File: config.mk
export PLATFORM = sky130hd
export DESIGN_NAME = spi_cmd_master
export DESIGN_NICKNAME = d
export VERILOG_FILES = /design/src/rtl/spi_cmd_master.sv
export SDC_FILE = /design/constraint.sdc
export NUM_CORES = 1
export LEC_CHECK = 0
export CAP_MARGIN = 25
export CELL_PAD_IN_SITES_DETAIL_PLACEMENT = 0
export CELL_PAD_IN_SITES_GLOBAL_PLACEMENT = 1
export CORE_MARGIN = 5
export CORE_UTILIZATION = 38
export DETAILED_ROUTE_END_ITERATION = 12
export PLACE_DENSITY = 0.86
export SLEW_MARGIN = 15
export SYNTH_ARGS = -nofsm -noshare
export SYNTH_HDL_FRONTEND = slang
export SYNTH_SLANG_ARGS = --single-unit
export TNS_END_PERCENT = 20
File: constraint.sdc
create_clock -name clk -period 2.5 [get_ports clk]
set_clock_uncertainty 0.05 [all_clocks]
set_input_delay 0.25 -clock clk [delete_from_list [all_inputs] [get_ports clk]]
set_output_delay 0.25 -clock clk [all_outputs]
set_load 0.05 [all_outputs]
File: src/rtl/spi_cmd_master.sv
// SPI mode-0 master that sends one command frame: cmd byte, 0-5 parameter bytes, 0-3 readback bytes.
// Define SPI_BYTE_GAP_EN to insert BYTE_GAP idle cycles between bytes while CS stays low.
module spi_cmd_master #(
  parameter int unsigned CLK_DIV  = 4,
  parameter int unsigned CS_GUARD = 8,
  parameter int unsigned BYTE_GAP = 4
) (
  input  logic        clk,
  input  logic        rst_n,
  input  logic        start,
  input  logic [7:0]  cmd,
  input  logic [39:0] params,
  input  logic [2:0]  n_params,
  input  logic [1:0]  n_read,
  output logic        busy,
  output logic        done,
  output logic [23:0] rdata,
  output logic        SCK,
  output logic        MOSI,
  input  logic        MISO,
  output logic        CS
);

  localparam int unsigned CNT_W = 8;

  typedef enum logic [2:0] {
    S_IDLE,
    S_CS_SETUP,
    S_SHIFT,
    S_GAP,
    S_CS_HOLD,
    S_DONE
  } state_t;

  state_t             r_state;
  logic [CNT_W-1:0]   r_cnt;
  logic               r_phase;
  logic [2:0]         r_bit;
  logic [3:0]         r_byte;
  logic [3:0]         r_last;
  logic [2:0]         r_np;
  logic [39:0]        r_params;
  logic [7:0]         r_tx;
  logic [7:0]         r_rx;
  logic               r_miso_s1;
  logic               r_miso_s2;
  logic               r_cs;
  logic               r_sck;
  logic               r_busy;
  logic               r_done;
  logic [23:0]        r_rdata;

  logic [2:0]         w_np_clamped;
  logic [3:0]         w_next_byte;
  logic               w_next_is_param;
  logic [7:0]         w_next_tx;
  logic [7:0]         w_rx_byte;
  logic               w_is_read;
  logic [1:0]         w_rd_idx;
  logic               w_div_end;
  logic               w_guard_end;
  logic               w_gap_end;

  assign w_np_clamped    = (n_params > 3'd5) ? 3'd5 : n_params;
  assign w_next_byte     = r_byte + 4'd1;
  assign w_next_is_param = (w_next_byte <= {1'b0, r_np});
  assign w_next_tx       = w_next_is_param ? r_params[7:0] : 8'h00;
  assign w_rx_byte       = {r_rx[6:0], r_miso_s2};
  assign w_is_read       = (r_byte > {1'b0, r_np});
  assign w_rd_idx        = 2'(r_byte - 4'd1 - {1'b0, r_np});
  assign w_div_end       = (r_cnt == CNT_W'(CLK_DIV - 1));
  assign w_guard_end     = (r_cnt == CNT_W'(CS_GUARD - 1));
  assign w_gap_end       = (r_cnt == CNT_W'(BYTE_GAP - 1));

  // Frame sequencer; DONE also accepts a new start so CS stays high for one cycle.
  always_ff @(posedge clk or negedge rst_n) begin
    if (!rst_n) begin
      r_state   <= S_IDLE;
      r_cnt     <= '0;
      r_phase   <= 1'b0;
      r_bit     <= 3'd7;
      r_byte    <= 4'd0;
      r_last    <= 4'd0;
      r_np      <= 3'd0;
      r_params  <= 40'd0;
      r_tx      <= 8'd0;
      r_rx      <= 8'd0;
      r_miso_s1 <= 1'b0;
      r_miso_s2 <= 1'b0;
      r_cs      <= 1'b1;
      r_sck     <= 1'b0;
      r_busy    <= 1'b0;
      r_done    <= 1'b0;
      r_rdata   <= 24'd0;
    end else begin
      r_miso_s1 <= MISO;
      r_miso_s2 <= r_miso_s1;
      r_done    <= 1'b0;
      case (r_state)
        S_IDLE, S_DONE: begin
          r_state <= S_IDLE;
          if (start && !r_busy) begin
            r_state  <= S_CS_SETUP;
            r_busy   <= 1'b1;
            r_cs     <= 1'b0;
            r_cnt    <= '0;
            r_phase  <= 1'b0;
            r_bit    <= 3'd7;
            r_byte   <= 4'd0;
            r_np     <= w_np_clamped;
            r_last   <= 4'(w_np_clamped) + 4'(n_read);
            r_params <= params;
            r_tx     <= cmd;
            r_rdata  <= 24'd0;
          end
        end
        S_CS_SETUP: begin
          if (w_guard_end) begin
            r_state <= S_SHIFT;
            r_cnt   <= '0;
          end else begin
            r_cnt <= r_cnt + CNT_W'(1);
          end
        end
        S_SHIFT: begin
          if (!w_div_end) begin
            r_cnt <= r_cnt + CNT_W'(1);
          end else if (!r_phase) begin
            r_cnt   <= '0;
            r_sck   <= 1'b1;
            r_phase <= 1'b1;
          end else begin
            r_cnt   <= '0;
            r_sck   <= 1'b0;
            r_phase <= 1'b0;
            r_rx    <= w_rx_byte;
            if (r_bit != 3'd0) begin
              r_bit <= r_bit - 3'd1;
              r_tx  <= {r_tx[6:0], 1'b0};
            end else begin
              r_bit <= 3'd7;
              if (w_is_read) begin
                case (w_rd_idx)
                  2'd0:    r_rdata[7:0]   <= w_rx_byte;
                  2'd1:    r_rdata[15:8]  <= w_rx_byte;
                  default: r_rdata[23:16] <= w_rx_byte;
                endcase
              end
              if (r_byte == r_last) begin
                r_state <= S_CS_HOLD;
                r_tx    <= 8'd0;
              end else begin
                r_byte <= w_next_byte;
                r_tx   <= w_next_tx;
                if (w_next_is_param) begin
                  r_params <= {8'h00, r_params[39:8]};
                end
`ifdef SPI_BYTE_GAP_EN
                r_state <= S_GAP;
`endif
              end
            end
          end
        end
        S_GAP: begin
          if (w_gap_end) begin
            r_state <= S_SHIFT;
            r_cnt   <= '0;
          end else begin
            r_cnt <= r_cnt + CNT_W'(1);
          end
        end
        S_CS_HOLD: begin
          if (w_guard_end) begin
            r_state <= S_DONE;
            r_cnt   <= '0;
            r_cs    <= 1'b1;
            r_done  <= 1'b1;
            r_busy  <= 1'b0;
          end else begin
            r_cnt <= r_cnt + CNT_W'(1);
          end
        end
        default: r_state <= S_IDLE;
      endcase
    end
  end

  assign busy  = r_busy;
  assign done  = r_done;
  assign rdata = r_rdata;
  assign SCK   = r_sck;
  assign MOSI  = r_tx[7];
  assign CS    = r_cs;

endmodule
== After elaboration in Yosys (flattened, before gate mapping) ==
Index checks and enable logic that the tools add are counted.

* Add/sub/neg operators: 6
* Magnitude comparators: 3
* Equal/unequal tests: 23
* Multiplexer cells: 59
* Reductions and logical operators: 25

{| class="wikitable"
|+ Operators with widths
! operator !! number
|-
| 40-bit 2-to-1 mux || 6
|-
| 24-bit 2-to-1 mux || 5
|-
| 8-bit 2-to-1 mux || 12
|-
| 40-bit case mux with 2 select lines || 1
|-
| 24-bit case mux with 2 select lines || 1
|-
| 3-bit 2-to-1 mux || 12
|-
| 7-bit AND reduction || 5
|-
| 2-bit inequality test, second input constant || 12
|-
| 8-bit case mux with 3 select lines || 1
|-
| 4-bit 2-to-1 mux || 5
|-
| 8-bit case mux with 2 select lines || 1
|-
| 3-bit case mux with 5 select lines || 1
|-
| 1-bit 2-to-1 mux || 9
|-
| 3-bit AND reduction || 3
|-
| 8-bit by 1-bit adder with 8-bit output, second input constant || 1
|-
| 8-bit by 2-bit == test with 1-bit output, second input constant || 1
|-
| 8-bit by 3-bit == test with 1-bit output, second input constant || 1
|-
| 4-bit case mux with 2 select lines || 1
|-
| 2-bit OR reduction || 4
|-
| 3-bit by 2-bit == test with 1-bit output, second input constant || 2
|-
| 3-bit == test, second input constant || 2
|-
| 1-bit case mux with 2 select lines || 3
|-
| 3-bit case mux with 2 select lines || 1
|-
| 2-bit AND reduction || 3
|-
| 20 further kinds || 23
|}

* Register bits after elaboration: 111
* Input bits: 57
* Output and inout bits: 29
* Word-level logic and storage cells: 135

== Longest topological paths before layout ==
* Depth in word-level cells: 10
* Depth in mapped cells: 9

== Least setup slack after synthesis ==
OpenSTA, ideal clock, no wires.

* Path kind: register to register
* From: register r_byte[0]
* To: register r_params[16]
* Data arrival time: 2251 ps
* Path slack: 72 ps
* Cell stages (with the launch flop): 10
* Buffers on the path: 1
* Period minus slack after synthesis: 2428 ps
* Path through: dfrtp_1 ha_1 xor2_1 ha_1 nand2_1 o21a_1 o21ai_0 a21oi_4 buf_6 mux2_1

* Cells in the longest elaborated chain, start to end: 4
* Elaborated cells on any way between the ends: 6
* Those cells by class: add/sub (1); order compare (1); eq/ne (3); reduce/logical (1)

{| class="wikitable"
|+ Ends and longest elaborated chain
! element !! line !! RTL
|-
| from (decl) || 39 || <nowiki>logic [3:0] r_byte;</nowiki>
|-
| from (signal assigned) || 153 || <nowiki>r_byte <= w_next_byte;</nowiki>
|-
| 4-bit by 1-bit adder with 4-bit output || 65 || <nowiki>assign w_next_byte = r_byte + 4'd1;</nowiki>
|-
| 4-bit by 3-bit <= comparator with 1-bit output || 66 || <nowiki>assign w_next_is_param = (w_next_byte <= {1'b0, r_np});</nowiki>
|-
| 2-bit inequality test (no line) || - ||
|-
| 7-bit AND reduction (no line) * || - ||
|-
| to (signal assigned) || 112 || <nowiki>r_params <= params;</nowiki>
|-
| to (signal assigned) || 156 || <nowiki>r_params <= {8'h00, r_params[39:8]};</nowiki>
|-
| to (decl) || 42 || <nowiki>logic [39:0] r_params;</nowiki>
|}

Mark *: on every way between the ends. The rest lies on a longest branch, timed or not.
A chain may end at the register's enable or synchronous reset.

== Final worst setup path ==
* From: register r_cnt[3]
* To: register r_params[25]

* Cells in the longest elaborated chain, start to end: 3

{| class="wikitable"
|+ Ends and longest elaborated chain
! element !! line !! RTL
|-
| from (decl) || 36 || <nowiki>logic [CNT_W-1:0] r_cnt;</nowiki>
|-
| from (signal assigned) || 122 || <nowiki>r_cnt <= r_cnt + CNT_W'(1);</nowiki>
|-
| from (signal assigned) || 127 || <nowiki>r_cnt <= r_cnt + CNT_W'(1);</nowiki>
|-
| from (signal assigned) || 170 || <nowiki>r_cnt <= r_cnt + CNT_W'(1);</nowiki>
|-
| 8-bit by 2-bit == test with 1-bit output || 71 || <nowiki>assign w_div_end = (r_cnt == CNT_W'(CLK_DIV - 1));</nowiki>
|-
| 2-bit inequality test (no line) || - ||
|-
| 7-bit AND reduction (no line) || - ||
|}

Every way passes these cells.

==> impl_metrics.toml <==
[worst_setup_path]
cp.arrival_ns = 2.67
worstPathRequired_ns = 2.70
worstPathCellList = "or4_4 -> o41ai_4 -> o21ai_2 -> a21oi_4 -> clkbuf_16 -> mux2_2"
slowest_delay_ns = 0.57
end_kind = "flip-flop"
cp-start-kind = "flip-flop"
critPathKind = "flip-flop to flip-flop"
cp_max_fo = 16
cpMaxStageDelayCell = "or4_4"

[detailed_routing]
num_vias = 4281
first_pass_iters = 4
drc = 0
wl_per_cell_um = 16.01
routed_wl_um = 13030
ant_nets = 0
viasPerCell = 5.259
drtIter0Drc = 274

[clock_network]
cts_root_buf = "clkbuf_16"
cts_tree = "yes"
cts_sinks = 111
insertion_delay_ns = 0.36
clk_pin_slew_worst_paths_ns = 0.07
cts_buffers = 9
clockBufferDepth = 2
htree_levels = 3

[sta]
max_freq_mhz = 404.6
min_period_ns = 2.472
slew_headroom = 0.5068
final_max_slew_viol_count = 0
hold_viol_final = 0
tns_ns = 0
rsz0062_at_grt = "yes"
setup_viol = 0
worstMarginPinSlew_ns = 0.7365
post-route-period-util = 0.9886

[global_routing]
grt_overflow = 0
antenna_found_initial = 0
grt_max_degree = 70
met2_usage = 0.2625
grtUsageTotal = 0.1588
met1_usage = 0.2037
grt_pass1_vias = 4445
busiest_layer = "met2"
grt_pass1_wl_um = 21440
grt_util_met3 = 0.04068

[layout]
layout-drive-gt1-share = 0.1640
antenna_cells = 0
fin_nets = 700
fin_util = 0.5036
num-fill-cells = 1295
syn_to_final_growth_pct = 30.35

[synthesis]
synth_area_mm2 = 0.005363
avgSynthCellArea_um2 = 10.23
synthCells = 524
ys_seq_area_frac = 0.5189
synth_cell_types = 59
synth_edf_count = 0
synth_fp_nets = 595
synthFlopType = "dfrtp_1"
synthArstFlopShare = 1.000
postSynthRegisterBits = 111
synth_warnings = 0

[die]
die-area_mm2 = 0.01659
ios = 86
rows = 43
start_util = 0.3863
core_area_mm2 = 0.01388
die_w_um = 128.8
die_y_um = 128.8

[pwr]
p_per_area_mw_per_mm2 = 503.9
ir_drop_mv = 0.3213
leakagePower_nw = 3.289

[run]
drv_cap = 0

[placement]
io_buffers = 85
dp_hpwl_um = 9078
gp_congestion = 0.8287

[worst_hold_path]
hold_path.class = "input pin to asynchronous set/reset pin"

[outcome]
status = "finished clean"
per-layer routing:
layer  part of all wire  wire length (µm)
met5                  0                 0
met4              0.017               216
met3              0.046               605
met2               0.50              6465
met1               0.44              5743
worst max-delay path, delay by kind of cell (launching register included):
family / cells / cell delay (ns)
simple gates: 1 / 0.57
mux: 1 / 0.34
flops: 1 / 0.38
buf+inv: 1 / 0.24
compound gates: 3 / 0.78
area by class of cell:
type | instances | area, µm² | area share
multi-input cells | 377 | 2471 | 0.3535
inverters | 12 | 45.04 | 0.006444
well taps | 180 | 225.2 | 0.03222
flip-flops and latches | 111 | 2783 | 0.3981
clock inverters | 6 | 68.82 | 0.009844
clock buffers | 10 | 239.0 | 0.03419
repair buffers | 118 | 1159 | 0.1657
cell families after synthesis:
kind of cell | share of synthesized area
adder cells (fa/ha/maj) | 0.03407
buffers and inverters | 0.02986
multiplexers | 0.08189
XOR/XNOR | 0.01470
AND/OR/NAND/NOR | 0.1689
AO/OA/AOI/OAI | 0.1517
flip-flops | 0.5189
timing repair:
item	4_1_cts	5_1_grt
hold endpoints to repair	49	0
endpoints found under the setup margin	27	56
cloned	0	2
setup buffers	0	5
gates resized for setup	2	7
hold buffers	1	0
pin swaps	0	1
power by group:
| part | total (W) | internal (W) | switching [W] | leakage, nW |
|---|---|---|---|---|
| sequential | 0.00183 | 0.00181 | 0.0000132 | 1.47 |
| clock | 0.00149 | 0.000810 | 0.000679 | 0.149 |
| combinational | 0.000208 | 0.000115 | 0.0000934 | 1.67 |
| total | 0.00352 | 0.00274 | 0.000785 | 3.29 |
cells in the final DEF (no fill, tap or decap), drive strengths merged, types with 2 or more instances in the layout:
| master | count |
|---|---|
| o211ai | 3 |
| buf | 31 |
| a21boi | 3 |
| nor4 | 3 |
| nor3 | 4 |
| xor2 | 4 |
| nand3 | 17 |
| clkbuf | 12 |
| a22o | 33 |
| o21ai | 27 |
| a41oi | 6 |
| xnor2 | 5 |
| or3 | 3 |
| a21oi | 13 |
| a221oi | 2 |
| a21o | 7 |
| and2 | 2 |
| nor3b | 3 |
| o22a | 2 |
| clkinv | 3 |
| nor2 | 17 |
| mux2 | 39 |
| ha | 13 |
| nand2b | 6 |
| nand2 | 137 |
| nand4 | 2 |
| or2 | 2 |
| dfrtp | 107 |
| and3 | 4 |
| inv | 13 |
| clkdlybuf4s50 | 84 |
| dfstp | 4 |
sequential cells by signal, indices dropped and copies added, names as in the netlist:
| signal | count |
|---|---|
| SCK | 1 |
| done | 1 |
| r_rx | 7 |
| rdata | 24 |
| r_tx | 8 |
| r_byte | 4 |
| r_miso_s2 | 1 |
| CS | 1 |
| r_miso_s1 | 1 |
| r_state | 3 |
| r_np | 3 |
| busy | 1 |
| r_last | 4 |
| r_cnt | 8 |
| r_params | 40 |
| r_phase | 1 |
| r_bit | 3 |
synth_stat cells, drive strengths merged, types with 2 or more instances:
library cell / count / area (µm²)
nand2: 137 / 514.2
dfrtp: 107 / 2678
mux2: 39 / 439.2
a22o: 33 / 289.0
o21ai: 27 / 138.9
clkbuf: 17 / 63.81
nand3: 17 / 85.08
nor2: 17 / 63.81
a21oi: 13 / 76.33
ha: 13 / 162.7
inv: 12 / 45.04
a21o: 7 / 52.55
buf: 7 / 51.30
a41oi: 6 / 52.55
nand2b: 6 / 37.54
xnor2: 5 / 43.79
and3: 4 / 25.02
dfstp: 4 / 105.1
nor3: 4 / 20.02
xor2: 4 / 35.03
a21boi: 3 / 22.52
nor3b: 3 / 27.52
nor4: 3 / 25.02
o211ai: 3 / 27.52
or3: 3 / 18.77
a221oi: 2 / 17.52
and2: 2 / 12.51
nand4: 2 / 12.51
o22a: 2 / 17.52
or2: 2 / 12.51
path summary, 6_finish.rpt:
path | slack [ns] | to | depth (start not counted) | from
hold / removal | 0.22 | done | 2 | rst_n
min in group clk | 0.29 | r_miso_s1 | 1 | MISO
setup reg to reg | 0.03 | r_params[25] | 6 | r_cnt[3]
setup / recovery | 0.03 | r_params[25] | 6 | r_cnt[3]
max in group asynchronous | 1.53 | r_np[1] | 3 | rst_n
hold reg to reg | 0.31 | r_miso_s2 | 0 | r_miso_s1
stage by stage:
step | total power, W | hold WS (ns) | cells | setup slack [ns] | cell area (µm²)
after CTS | 0.003556 | 0.2237 | 807 | 0.02631 | 6868
after global placement | 0.002062 | 0.05436 | 790 | 0.08051 | 6545
after floorplan | 0.001914 | -0.09559 | 524 | 0.07175 | 5363
after global routing | 0.003646 | 0.2590 | 814 | -0.07195 | 6990
final | 0.003522 | 0.2243 | 814 | 0.02845 | 6990
after detailed placement | 0.002067 | 0.05293 | 790 | -0.003072 | 6545
Note: power is estimated with default switching activity, not from simulation.
